===== src/rtl/hazard_pkg.sv =====
// Shared types and constants for the MIPS pipeline hazard/freeze controller.
// Holds the FSM state type, the pipeline-control bundle and register-match helper.
package hazard_pkg;

  typedef enum logic {
    RUN      = 1'b0,
    MEM_WAIT = 1'b1
  } state_t;

  localparam logic [4:0]  REG_ZERO  = 5'd0;
  // Instruction word the IF/ID register takes on IF_ID_flush (sll $0,$0,0).
  localparam logic [31:0] NOP_INSTR = 32'h0000_0000;

  // Front-end controls that always move together for a given pipeline action.
  typedef struct packed {
    logic if_en;
    logic if_id_en;
    logic if_id_flush;
    logic id_ex_en;
    logic ctrl_clear;
  } pipe_ctl_t;

  localparam pipe_ctl_t CTL_RUN   = '{if_en: 1'b1, if_id_en: 1'b1, if_id_flush: 1'b0, id_ex_en: 1'b1, ctrl_clear: 1'b0};
  localparam pipe_ctl_t CTL_HOLD  = '{if_en: 1'b0, if_id_en: 1'b0, if_id_flush: 1'b0, id_ex_en: 1'b0, ctrl_clear: 1'b0};
  localparam pipe_ctl_t CTL_FLUSH = '{if_en: 1'b1, if_id_en: 1'b1, if_id_flush: 1'b1, id_ex_en: 1'b1, ctrl_clear: 1'b1};
  localparam pipe_ctl_t CTL_STALL = '{if_en: 1'b0, if_id_en: 1'b0, if_id_flush: 1'b0, id_ex_en: 1'b1, ctrl_clear: 1'b1};

  // $zero is hardwired, so a write to it can never create a dependency.
  function automatic logic reg_hit(input logic [4:0] dest, input logic [4:0] src);
    return (dest != REG_ZERO) && (dest == src);
  endfunction

endpackage


===== src/rtl/sat_counter.sv =====
// Up-counter that sticks at LIMIT; used for the wait timer and perf counters.
module sat_counter #(
  parameter int               WIDTH = 8,
  parameter logic [WIDTH-1:0] LIMIT = '1
) (
  input  logic             clk,
  input  logic             rst,
  input  logic             clr,
  input  logic             inc,
  output logic [WIDTH-1:0] count
);

  // NOTE: registers use non-blocking assignments so every flop samples pre-edge values.
  always_ff @(posedge clk or negedge rst) begin
    if (!rst) begin
      count <= '0;
    end else if (clr) begin
      count <= '0;
    end else if (inc && (count != LIMIT)) begin
      count <= count + 1'b1;
    end
  end

endmodule


===== src/rtl/hazard_ctrl.sv =====
// Hazard and freeze controller for the 5-stage MIPS core: load-use stalls,
// taken-branch flushes, data-memory wait freeze, wait timeout and perf counters.
module hazard_ctrl
  import hazard_pkg::*;
#(
  parameter bit FWD_EN      = 1'b1,
  parameter int MEM_TIMEOUT = 15,
  parameter int CNT_W       = 16
) (
  input  logic             clk,
  input  logic             rst,
  input  logic             ID_valid,
  input  logic [4:0]       ID_src1,
  input  logic [4:0]       ID_src2,
  input  logic             ID_two_src,
  input  logic [4:0]       EXE_dest,
  input  logic             EXE_MEM_R_en,
  input  logic             EXE_WB_en,
  input  logic             EXE_Br_taken,
  input  logic [4:0]       MEM_dest,
  input  logic             MEM_WB_en,
  input  logic             mem_req,
  input  logic             mem_ready,
  output logic             IF_en,
  output logic             IF_ID_en,
  output logic             IF_ID_flush,
  output logic             ID_EX_en,
  output logic             ctrl_clear,
  output logic             freeze,
  output logic             mem_timeout,
  output logic [CNT_W-1:0] stall_cnt,
  output logic [CNT_W-1:0] flush_cnt
);

  localparam int                WAIT_W     = $clog2(MEM_TIMEOUT + 1);
  localparam logic [WAIT_W-1:0] WAIT_LIMIT = WAIT_W'(MEM_TIMEOUT);
  localparam logic [WAIT_W-1:0] WAIT_LAST  = WAIT_W'(MEM_TIMEOUT - 1);

  state_t            state;
  state_t            state_next;
  pipe_ctl_t         ctl;
  logic              mem_busy;
  logic              hit_exe;
  logic              hit_mem;
  logic              raw_hazard;
  logic              stall_ev;
  logic              flush_ev;
  logic              wait_entry;
  logic              wait_inc;
  logic [WAIT_W-1:0] wait_cnt;
  logic              timeout_q;

  // Dependency detection on the ID-stage sources.
  always_comb begin
    hit_exe    = reg_hit(EXE_dest, ID_src1) | (ID_two_src & reg_hit(EXE_dest, ID_src2));
    hit_mem    = reg_hit(MEM_dest, ID_src1) | (ID_two_src & reg_hit(MEM_dest, ID_src2));
    raw_hazard = ID_valid & ((EXE_MEM_R_en & hit_exe) |
                             (~FWD_EN & ((EXE_WB_en & hit_exe) | (MEM_WB_en & hit_mem))));
  end

  // The request cycle itself already freezes, so a wait of N not-ready cycles
  // costs exactly N frozen cycles.
  always_comb begin
    mem_busy = (state == MEM_WAIT) ? ~mem_ready : (mem_req & ~mem_ready);
  end

  // NOTE: every combinational output gets a default first so no latch is inferred.
  always_comb begin
    ctl      = CTL_RUN;
    stall_ev = 1'b0;
    flush_ev = 1'b0;
    if (mem_busy) begin
      ctl      = CTL_HOLD;
      stall_ev = 1'b1;
    end else if (EXE_Br_taken) begin
      ctl      = CTL_FLUSH;
      flush_ev = 1'b1;
    end else if (raw_hazard) begin
      ctl      = CTL_STALL;
      stall_ev = 1'b1;
    end
  end

  always_comb begin
    state_next = state;
    unique case (state)
      RUN:      if (mem_req && !mem_ready) state_next = MEM_WAIT;
      MEM_WAIT: if (mem_ready || !mem_req) state_next = RUN;
      default:  state_next = RUN;
    endcase
  end

  always_ff @(posedge clk or negedge rst) begin
    if (!rst) begin
      state <= RUN;
    end else begin
      state <= state_next;
    end
  end

  always_comb begin
    wait_entry = (state == RUN) && (state_next == MEM_WAIT);
    wait_inc   = (state == MEM_WAIT);
  end

  sat_counter #(
    .WIDTH (WAIT_W),
    .LIMIT (WAIT_LIMIT)
  ) u_wait_cnt (
    .clk   (clk),
    .rst   (rst),
    .clr   (wait_entry),
    .inc   (wait_inc),
    .count (wait_cnt)
  );

  // Flag rises on the same edge the wait counter reaches the limit; only reset clears it.
  always_ff @(posedge clk or negedge rst) begin
    if (!rst) begin
      timeout_q <= 1'b0;
    end else if (wait_inc && (wait_cnt == WAIT_LAST)) begin
      timeout_q <= 1'b1;
    end
  end

  sat_counter #(
    .WIDTH (CNT_W),
    .LIMIT ('1)
  ) u_stall_cnt (
    .clk   (clk),
    .rst   (rst),
    .clr   (1'b0),
    .inc   (stall_ev),
    .count (stall_cnt)
  );

  sat_counter #(
    .WIDTH (CNT_W),
    .LIMIT ('1)
  ) u_flush_cnt (
    .clk   (clk),
    .rst   (rst),
    .clr   (1'b0),
    .inc   (flush_ev),
    .count (flush_cnt)
  );

  assign IF_en       = ctl.if_en;
  assign IF_ID_en    = ctl.if_id_en;
  assign IF_ID_flush = ctl.if_id_flush;
  assign ID_EX_en    = ctl.id_ex_en;
  assign ctrl_clear  = ctl.ctrl_clear;
  assign freeze      = mem_busy;
  assign mem_timeout = timeout_q;

endmodule


===== config.mk =====
export PLATFORM = sky130hd
export DESIGN_NAME = hazard_ctrl
export DESIGN_NICKNAME = d
export VERILOG_FILES = /design/src/rtl/hazard_pkg.sv /design/src/rtl/sat_counter.sv /design/src/rtl/hazard_ctrl.sv
export SDC_FILE = /design/constraint.sdc
export NUM_CORES = 1
export LEC_CHECK = 0
export CAP_MARGIN = 20
export CORE_UTILIZATION = 25
export CTS_CLUSTER_SIZE = 30
export DETAILED_ROUTE_END_ITERATION = 12
export SYNTH_ARGS = -nofsm -noshare
export SYNTH_HDL_FRONTEND = slang
export SYNTH_SLANG_ARGS = --single-unit

===== constraint.sdc =====
create_clock -name clk -period 2.6 [get_ports clk]
set_input_delay 0.52 -clock clk [delete_from_list [all_inputs] [get_ports clk]]
set_output_delay 0.52 -clock clk [all_outputs]
set_load 0.05 [all_outputs]

==> flow_summary.toml, run 1 <==
[clocking]
cts_buffers = 5
clock_sinks = 38
cts_hold_buf = 0
clk_pin_slew_worst_paths_ns = 0.07
cts_buffer_depth = 2
cts_tree = "done"
clockRootBuffer = "clkbuf_8"
clock_latency_ns = 0.28
htree_levels = 2

[synthesis]
synth_fp_nets = 222
ys_seq_area_frac = 0.4856
synth_cells = 188
yosys_warnings = 0
ys_ff_latch = 38
netlist-cell-type-count = 32
synth.cell_area_um2 = 1958
syn_area_per_cell_um2 = 10.42

[global_routing]
grt_max_degree = 39
grt_pass1_wl_mm = 7.396
antenna_found_initial = 0
track_usage = 0.1116
grt_overflow_total = 0
grt_pass1_vias = 1574

[sta]
clock_skew_ns = 0.003235
finalSetupTns_ns = 0
slew_headroom = 0.4245
rsz0062_at_grt = "false"
fin_crit_ns = 2.525
setup_viol = 0
max_freq_mhz = 396.1
setup_ws_ns = 0.07521
max_slew.worst_pin.slew_ns = 0.8633
hold_viol = 0
maxSlewViolCount = 0
period_share = 0.9711

[floorplan]
die_h_um = 90.50
core.rowCount = 31
fp.dieW_um = 90.50
design.die.area_um2 = 8190
core-area_um2 = 7408
start_util = 0.2643
ios = 69

[finish]
diodes = 0
mostFrequentLayoutCell = "clkdlybuf4s50_1"
final_cell_mix = "clkdlybuf4s50_1 (45), dfrtp_1 (38), xor2_1 (26)"
fin_nets = 295
drive_gt1_frac = 0.1231
area_delta_synth_final_pct = 46.77

[routing]
wl_per_cell_um = 12.46
ant_nets = 0
routed_wirelength_mm = 4.474
drt-initial-drc-count = 39
firstDrtPassIters = 4
route.detailed.drc = 0
dr_total_vias = 1629
post_drt_via_cell_ratio = 4.538

[placed_design]
gp_congestion = 0.7725
post-place-ws_ns = -0.2230
hpwl_mm = 3.366
io_buffers = 61

[critical_path]
required_ns = 2.08
worst_setup_path_end_kind = "output pin"
start_kind = "primary input"
path_common_cell = "buf_12"
slowest_delay_ns = 0.42
cp.arrival_ns = 2.00
critPathSlowestCell = "clkdlybuf4s50_1"
path_cells = "clkdlybuf4s50_1 > xor2_1 > nor3_2 > a32oi_1 > o31a_1 > buf_12 > buf_12"
ff2ff_setup_slack_ns = 0.64
path_class = "primary input to output pin"
cp_max_fo = 3

[power]
p_per_area_nw_per_um2 = 780.5
ir_worst_vdd_mv = 0.7430
p_clk_frac = 0.177
intPower_mw = 1.278
p_comb_frac = 0.440
p_sw_frac = 0.4301
leakagePower_nw = 1.267
seqPwrFrac = 0.383
power.switching_mw = 0.9648

[job]
maxCapViolations = 0

[run_status]
outcome = "finished clean"

[worst_hold_path]
min_path_type = "primary input to asynchronous set/reset pin"
[what timing repair did]
| item | 4_1_cts | 5_1_grt |
|---|---|---|
| buffers inserted | 1 | 0 |
| gates cloned | 0 | 0 |
| gates resized for setup | 7 | 8 |
| pin swaps | 5 | 4 |
| setup endpoints to repair | 3 | 4 |
[cells by family (layout without fill, tap and decap cells)]
logic type,after synthesis,count (layout),share of synthesized area
AND/OR/NAND/NOR,85,85,0.2332
XOR/XNOR,39,39,0.1744
flip-flops,38,38,0.4856
AO/OA/AOI/OAI,11,11,0.03898
buffers and inverters,7,79,0.01917
adder cells (fa/ha/maj),4,4,0.02556
multiplexers,4,4,0.02300
[cell type report]
class	instances	area, um2
Multi-Input combinational cell	143	984.7
Fill cell	742	4534
Timing Repair Buffer	68	713.2
Tap cell	99	123.9
Sequential cell	38	950.9
Inverter	5	18.77
Clock buffer	6	82.58
[metal layers]
| metal | GRT usage | share of wire | wire, um | vias up |
|---|---|---|---|---|
| li1 | - | - | - | 795 |
| met1 | 0.1453 | 0.47 | 2095 | 781 |
| met2 | 0.1742 | 0.45 | 2035 | 46 |
| met3 | 0.03620 | 0.062 | 278 | 7 |
| met4 | 0.03629 | 0.015 | 65 | 0 |
| met5 | 0 | 0 | 0 | - |
[path summary, 6_finish.rpt]
path | start | to | cells past startpoint
worst max-delay path | ID_src1[2] | IF_ID_en | 7
worst min-delay path | rst | u_stall_cnt.count[13]$_DFFE_PN0P_ | 1
worst max register to register | u_stall_cnt.count[2]$_DFFE_PN0P_ | u_stall_cnt.count[14]$_DFFE_PN0P_ | 6
worst min register to register | mem_timeout$_DFFE_PN0P_ | mem_timeout$_DFFE_PN0P_ | 1
max in group asynchronous | rst | u_stall_cnt.count[8]$_DFFE_PN0P_ | 1
min in group clk | mem_timeout$_DFFE_PN0P_ | mem_timeout$_DFFE_PN0P_ | 1
[per-stage QoR]
| step | utilization | instances | power [mW] | instance area, um2 | hold WS, ns |
|---|---|---|---|---|---|
| after floorplan | - | 188 | 1.483 | 1964 | 0.2244 |
| after global placement | 0.3753 | 352 | 1.859 | 2780 | 0.4673 |
| after detailed placement | 0.3753 | 352 | 1.863 | 2780 | 0.4663 |
| after CTS | 0.3863 | 359 | 2.273 | 2861 | 0.3944 |
| after global routing | 0.3879 | 359 | 2.365 | 2874 | 0.4289 |
| final | 0.3879 | 359 | 2.243 | 2874 | 0.3482 |
[state kept, by name, summed over array words and instances, names as in the netlist]
register	flops
u_flush_cnt.count	16
u_stall_cnt.count	16
u_wait_cnt.count	4
mem_timeout	1
state	1
[worst max-delay path, delay by kind of cell]
| family | cells | cell delay (ns) |
|---|---|---|
| AOI/OAI and AO/OA | 2 | 0.44 |
| xor gates and xnor gates | 1 | 0.16 |
| buffers and inverters | 3 | 0.70 |
| and+or+nand+nor | 1 | 0.18 |
[power groups by stage]
stage	registers (mW)	logic, mW	clock network, mW
after detailed placement	0.868	0.996	0
after CTS	0.861	0.998	0.415
after floorplan	1.23	0.255	0
after global placement	0.872	0.987	0
after global routing	0.880	1.05	0.438
final	0.859	0.988	0.396
[Yosys cell counts]
cell type | number | area, um2
nand2_1 | 18 | 67.56
buf_4 | 1 | 7.510
and2_1 | 2 | 12.51
o21bai_1 | 2 | 15.01
mux2_2 | 4 | 45.04
nor4_4 | 1 | 21.27
buf_6 | 1 | 11.26
o211ai_1 | 1 | 7.510
nor4_2 | 1 | 12.51
o21ai_0 | 2 | 10.01
nand4_1 | 8 | 50.05
nor4_1 | 2 | 12.51
and3_1 | 3 | 18.77
xor2_1 | 26 | 227.7
nand2b_1 | 4 | 25.02
nor2b_1 | 1 | 6.260
ha_1 | 4 | 50.05
or4_1 | 1 | 7.510
dfrtp_1 | 38 | 950.9
or3_1 | 1 | 6.260
a21oi_1 | 2 | 10.01
and4_1 | 2 | 17.52
xnor2_1 | 13 | 113.9
nor3_1 | 13 | 65.06
a31oi_1 | 1 | 6.260
o31a_1 | 1 | 8.760
a32oi_1 | 1 | 8.760
nand3_1 | 14 | 70.07
nor2_1 | 13 | 48.80
a41o_1 | 1 | 10.01
inv_1 | 5 | 18.77
nor4b_2 | 1 | 15.01
No activity file was read; power rests on OpenSTA's default activity.
==> run 2: changes to the inputs <==
--- a/config.mk
+++ b/config.mk
@@ -9,6 +9,7 @@
 export CORE_UTILIZATION = 25
 export CTS_CLUSTER_SIZE = 30
 export DETAILED_ROUTE_END_ITERATION = 12
+export SKIP_LAST_GASP = 1
 export SYNTH_ARGS = -nofsm -noshare
 export SYNTH_HDL_FRONTEND = slang
 export SYNTH_SLANG_ARGS = --single-unit
==> results of run 2 <==
The final DEF is identical to that of run 1; final timing and power are the same.
